--- src/rtl/spi_crypto_master.sv ---
`default_nettype none
// +----------------------------------------------------------------------------+
// | spi_crypto_master: shifts {msg,key} to one of N_CH slaves, waits for done, |
// | then shifts the block-wide result back.              Revision: 1.0         |
// +----------------------------------------------------------------------------+
module spi_crypto_master #(
  parameter int NB      = 4,
  parameter int NK      = 8,
  parameter int N_CH    = 2,
  parameter int CHW     = 1,
  parameter int TIMEOUT = 1024
) (
  input  logic              in_clk,
  input  logic              rst,
  input  logic              start,
  input  logic [CHW-1:0]    ch_sel,
  input  logic [32*NB-1:0]  msg_in,
  input  logic [32*NK-1:0]  key_in,
  input  logic              miso,
  input  logic [N_CH-1:0]   data_done,
  output logic              out_clk,
  output logic [N_CH-1:0]   cs_n,
  output logic              mosi,
  output logic              mosi_oe,
  output logic [32*NB-1:0]  result,
  output logic              result_valid,
  output logic              busy,
  output logic              timeout_err,
  output logic              cfg_err
);
  localparam int TX_W  = 32*NB + 32*NK;
  localparam int RX_W  = 32*NB;
  localparam int MAXC  = (TX_W > TIMEOUT) ? TX_W : TIMEOUT;
  localparam int CNT_W = $clog2(MAXC + 1);

  typedef enum logic [2:0] {IDLE, SEND, WAIT, RECV, DONE} state_t;

  state_t            state_q, state_d;
  logic [TX_W-1:0]   sh_q, sh_d;
  logic [CHW-1:0]    ch_q, ch_d;
  logic [CNT_W-1:0]  cnt_q, cnt_d;
  logic [RX_W-1:0]   result_q, result_d;
  logic              valid_q, valid_d;
  logic              terr_q, terr_d;
  logic              cerr_q, cerr_d;
  logic [N_CH-1:0]   ch_hot;
  logic              ch_ok;
  logic              done_sel;
  logic              link_active;

  always_comb begin
    ch_hot = '0;
    for (int i = 0; i < N_CH; i++) ch_hot[i] = (ch_q == CHW'(i));
  end

  assign ch_ok       = (32'(ch_sel) < 32'(N_CH));
  assign done_sel    = |(data_done & ch_hot);
  assign link_active = (state_q == SEND) || (state_q == WAIT) || (state_q == RECV);

  assign out_clk      = in_clk;
  assign busy         = (state_q != IDLE);
  assign mosi_oe      = (state_q == SEND);
  assign mosi         = mosi_oe & sh_q[TX_W-1];
  assign cs_n         = link_active ? ~ch_hot : '1;
  assign result       = result_q;
  assign result_valid = valid_q;
  assign timeout_err  = terr_q;
  assign cfg_err      = cerr_q;

  always_comb begin
    state_d  = state_q;
    sh_d     = sh_q;
    ch_d     = ch_q;
    cnt_d    = cnt_q;
    result_d = result_q;
    valid_d  = 1'b0;
    terr_d   = 1'b0;
    cerr_d   = 1'b0;
    case (state_q)
      IDLE: begin
        if (start) begin
          if (ch_ok) begin
            sh_d    = {msg_in, key_in};
            ch_d    = ch_sel;
            cnt_d   = '0;
            state_d = SEND;
          end else begin
            cerr_d = 1'b1;
          end
        end
      end
      SEND: begin
        sh_d = {sh_q[TX_W-2:0], 1'b0};
        if (cnt_q == CNT_W'(TX_W - 1)) begin
          cnt_d   = '0;
          state_d = WAIT;
        end else begin
          cnt_d = cnt_q + CNT_W'(1);
        end
      end
      WAIT: begin
        // A done seen on the last allowed cycle still wins over the timeout.
        if (done_sel) begin
          cnt_d   = '0;
          state_d = RECV;
        end else if (cnt_q == CNT_W'(TIMEOUT - 1)) begin
          cnt_d   = '0;
          terr_d  = 1'b1;
          state_d = IDLE;
        end else begin
          cnt_d = cnt_q + CNT_W'(1);
        end
      end
      RECV: begin
        sh_d = {sh_q[TX_W-2:0], miso};
        if (cnt_q == CNT_W'(RX_W - 1)) begin
          cnt_d   = '0;
          state_d = DONE;
        end else begin
          cnt_d = cnt_q + CNT_W'(1);
        end
      end
      DONE: begin
        result_d = sh_q[RX_W-1:0];
        valid_d  = 1'b1;
        state_d  = IDLE;
      end
      default: state_d = IDLE;
    endcase
  end

  always_ff @(posedge in_clk or negedge rst) begin
    if (!rst) begin
      state_q  <= IDLE;
      sh_q     <= '0;
      ch_q     <= '0;
      cnt_q    <= '0;
      result_q <= '0;
      valid_q  <= 1'b0;
      terr_q   <= 1'b0;
      cerr_q   <= 1'b0;
    end else begin
      state_q  <= state_d;
      sh_q     <= sh_d;
      ch_q     <= ch_d;
      cnt_q    <= cnt_d;
      result_q <= result_d;
      valid_q  <= valid_d;
      terr_q   <= terr_d;
      cerr_q   <= cerr_d;
    end
  end
endmodule
`default_nettype wire

--- config.mk ---
export PLATFORM = sky130hd
export DESIGN_NAME = spi_crypto_master
export DESIGN_NICKNAME = d
export VERILOG_FILES = /design/src/rtl/spi_crypto_master.sv
export SDC_FILE = /design/constraint.sdc
export NUM_CORES = 1
export LEC_CHECK = 0
export CAP_MARGIN = 20
export CORE_MARGIN = 3
export CORE_UTILIZATION = 42
export DETAILED_ROUTE_END_ITERATION = 7
export PLACE_DENSITY = 0.69
export SLEW_MARGIN = 20
export SYNTH_ARGS = -nofsm -noshare
export SYNTH_HDL_FRONTEND = slang
export SYNTH_SLANG_ARGS = --single-unit
export TNS_END_PERCENT = 100
--- constraint.sdc ---
create_clock -name in_clk -period 2 [get_ports in_clk]
set_clock_uncertainty 0.2 [all_clocks]
set_input_delay 0.5 -clock in_clk [delete_from_list [all_inputs] [get_ports in_clk]]
set_output_delay 0.5 -clock in_clk [all_outputs]
set_load 0.02 [all_outputs]
# == Word level (Yosys, flattened, before mapping) ==
# Index checks and enable logic that the tools add are counted.
# classes
addsub,1
bitwise,4
mux,19
n_reduce_logical,11
n_eq_ne,11
# op_table
cell,count
384-bit case mux with 3 select lines,1
384-bit 2-to-1 mux,1
11-bit 2-to-1 mux,5
11-bit case mux with 4 select lines,1
3-bit 2-to-1 mux,5
3-bit case mux with 4 select lines,1
11-bit by 1-bit adder with 11-bit output (second input constant),1
11-bit by 10-bit == test with 1-bit output (second input constant),1
11-bit by 7-bit == test with 1-bit output (second input constant),1
11-bit by 9-bit == test with 1-bit output (second input constant),1
3-bit by 2-bit == test with 1-bit output (second input constant),2
2-bit AND reduction,3
3-bit nonzero test,2
1-bit 2-to-1 mux,4
2-bit by 1-bit != test with 1-bit output (second input constant),2
4-bit AND reduction,1
4-bit nonzero test,1
3-bit by 1-bit == test with 1-bit output (second input constant),1
3-bit == test (second input constant),1
3-bit zero test,1
3-bit by 2-bit != test with 1-bit output (second input constant),1
2-bit bitwise AND,1
1-bit logical OR,2
2-bit 2-to-1 mux,1
5 further kinds,5
# totals
output_inout_bits,137
inputBits,391
elab_cells,53
register_bits,529

# == Longest topological paths before layout ==
# depth
ltp_word,5
depth_mapped,8
ltp_nobuf,6

==> impl_metrics.csv <==
group,metric,value,unit
status,outcome,"finished with violations",
status,violations,"negative setup slack",
place,place_inst,3235,
setup_path,critPathArrivalTime,1.67,ns
setup_path,path_class,"reg2out",
floorplanning,core_area,54000,um2
timing,fmax,0.423,GHz
layout,nFillCells,4152,
global_routing,grt.overflow.total,0,
floorplanning,die_x,240,um
floorplanning,ioPinCount,528,
logic_synthesis,synth_seq_area_share,57.4,%
setup_path,crit_path_end_kind,"output pin",
timing,hold_violations,0,
layout,final_cell_area,33600,um2
setup_path,crit_required,1.30,ns
global_routing,track_usage,23.9,%
setup_path,critical_path.max_fanout,5,
global_routing,antenna_found_initial,26,
floorplanning,die_h,240,um
hold_path,min_path_type,"in2async",
layout,final_util,62.2,%
pwr,power_leakage,0.0153,uW
global_routing,grt_max_degree,88,
logic_synthesis,syn_inst,2047,
timing,post-route-period-util,118,%
logic_synthesis,yosys-top-cells-area,"dfrtp_1 (57%), mux2i_1 (17%), o21ai_0 (8.4%)",
place,port_buffers,526,
timing,setup_slack,-0.366,ns
route,via_count,17800,
global_routing,grt_first_pass_wirelength,106,mm
logic_synthesis,ys_warn_count,0,
floorplanning,start_util,42.7,%
timing,worst_slew_pin_slew,0.501,ns
route,drc,0,
logic_synthesis,synth_seq_cells,529,
route,wl_per_cell,21.0,um
place,dpl.hpwl,48.6,mm
timing,period_minus_slack,2.37,ns
logic_synthesis,netlist.area_leader.share,57.4,%
place,place_area,29800,um2
place,place.gp.congestion,0.864,
route,drtIter0Drc,1106,
timing,setup_viol,59,
logic_synthesis,syn_area,23000,um2
route,antenna_left,0,
pwr,p_per_area,1730,nW/um2
clocking,cts_tree,"yes",
pwr,p_total,58200,uW
floorplanning,row_count,85,
logic_synthesis,avgSynthCellArea,11.3,um2
layout,nets,3080,
layout,area_growth,45.8,%
flow_run,max_cap_viol_count,0,
logic_synthesis,synth_top_area_cell,"dfrtp_1",
pwr,peakVddDrop,0.921,mV
clocking,path_clk_slew,0.06,ns
timing,rsz0062_at_grt,"yes",
logic_synthesis,syn_nets,2439,
route,via_per_inst,5.17,
layout,drive_above_1_share,22.0,%
timing,slew-limit-headroom,66.6,%
global_routing,grt_pass1_vias,18500,
setup_path,startpoint_type,"register",
timing,slew_violations,0,
logic_synthesis,yosysUniqueCellTypes,39,
clocking,clk_latency,0.72,ns
place,post-place-ws,-0.469,ns
route,drt_first_pass_iters,4,
floorplanning,die_area,57700,um2
layout,finalNonFillerCells,3450,
route,wl,72.4,mm
==> final timing paths <==
| check | from | to | cells after the start | slack (ns) |
|---|---|---|---|---|
| max in group asynchronous | rst | sh_q[257]$_DFFE_PN0P_ | 3 | 0.74 |
| min reg2reg | sh_q[352]$_DFFE_PN0P_ | sh_q[352]$_DFFE_PN0P_ | 2 | 0.28 |
| min | rst | result[11]$_DFFE_PN0P_ | 2 | 0.05 |
| max | state_q[0]$_DFFE_PN0P_ | busy | 2 | -0.37 |
| min in group in_clk | key_in[10] | sh_q[10]$_DFFE_PN0P_ | 3 | 0.21 |
| max reg2reg | cnt_q[0]$_DFFE_PN0P_ | cnt_q[4]$_DFFE_PN0P_ | 7 | -0.12 |
==> Yosys cell counts <==
library cell	count
a21o_1	2
a21oi_1	9
a221o_1	2
a22o_1	2
a31oi_1	2
a41oi_1	1
and2_1	3
and3_1	5
and3b_1	1
buf_1	11
buf_2	66
buf_4	2
clkbuf_1	70
conb_1	1
dfrtp_1	529
ha_1	1
inv_1	2
mux2_2	129
mux2i_1	384
nand2_1	394
nand2b_1	1
nand3_1	5
nand3b_1	3
nand4_1	1
nand4b_1	1
nor2_1	14
nor2b_1	2
nor3_1	4
nor4_1	1
nor4b_1	1
o21a_1	1
o21ai_0	388
o21bai_1	1
o22ai_1	1
o31ai_1	2
or2_2	1
or3_1	2
or4_1	1
xor2_1	1
==> layer usage <==
| metal | part of all wire, % | up-vias | track usage (%) |
|---|---|---|---|
| met5 | 0.10 | - | 0 |
| met4 | 3.4 | 12 | 10.7 |
| met3 | 6.2 | 148 | 5.96 |
| met2 | 50 | 480 | 40.0 |
| met1 | 40 | 8760 | 29.4 |
| li1 | - | 8422 | - |
==> kinds of logic after synthesis <==
group,count (synthesis),share of synthesized area [%]
muxes,513,23.0
other,1,0.0163
AOI/OAI and AO/OA,411,9.10
DFF,529,57.4
and+or+nand+nor,440,7.52
buffers and inverters,151,2.85
adders and majority gates,1,0.0543
xor gates and xnor gates,1,0.0380
==> layout by cell type, fill, tap and decap left out, types with 15 or more instances in the layout <==
cell type / netlist / routed
dfrtp_1: 529 / 525
nand2_1: 394 / 394
clkdlybuf4s50_1: 0 / 389
o21ai_0: 388 / 384
mux2i_1: 384 / 374
buf_4: 2 / 130
buf_6: 0 / 105
mux2_4: 0 / 94
clkbuf_16: 0 / 67
mux2_2: 129 / 35
buf_2: 66 / 34
buf_12: 0 / 28
diode_2: 0 / 20
buf_16: 0 / 19
clkbuf_1: 70 / 15
==> report_power, final <==
part	switching (uW)	internal (uW)	total, uW
Combinational	13700	14000	27700
Sequential	3630	16100	19800
Clock	4400	6380	10800
==> sequential cells by signal (all words and copies together), names as in the netlist <==
signal	flops
sh_q	384
result	128
cnt_q	11
state_q	3
ch_q	1
result_valid	1
timeout_err	1
==> area by class of cell <==
class,instances,area (um2),share of cell area (%)
clock inverter,19,190,0.566
sequential,529,13200,39.4
tap,696,871,2.59
timing repair buffer,726,7770,23.1
antenna,20,50.0,0.149
multi-input combinational,1369,9740,29.0
inverter,2,7.51,0.0223
clock buffer,89,1740,5.18
==> per-stage QoR <==
stage                     hold WS [ns]  TNS [ns]
after CTS                       0.0288    -11.41
final                           0.0549     -3.24
after floorplan                0.00441     -1.03
after global routing            0.0448     -8.26
after global placement           0.206    -71.99
after detailed placement         0.210    -86.30
==> worst max-delay path, stage by stage, from the launching register on <==
cell     delay, ns
dfrtp_2       0.45
or3_4         0.38
buf_6         0.14
==> timing repair <==
action	CTS	global route
cloned	18	9
endpoints found under the setup margin	318	367
gates resized for setup	832	145
hold endpoints to repair	529	0
hold buffers	1	0
setup buffers	38	32
pin swaps	11	10
Power figures use the tool's default switching activity.
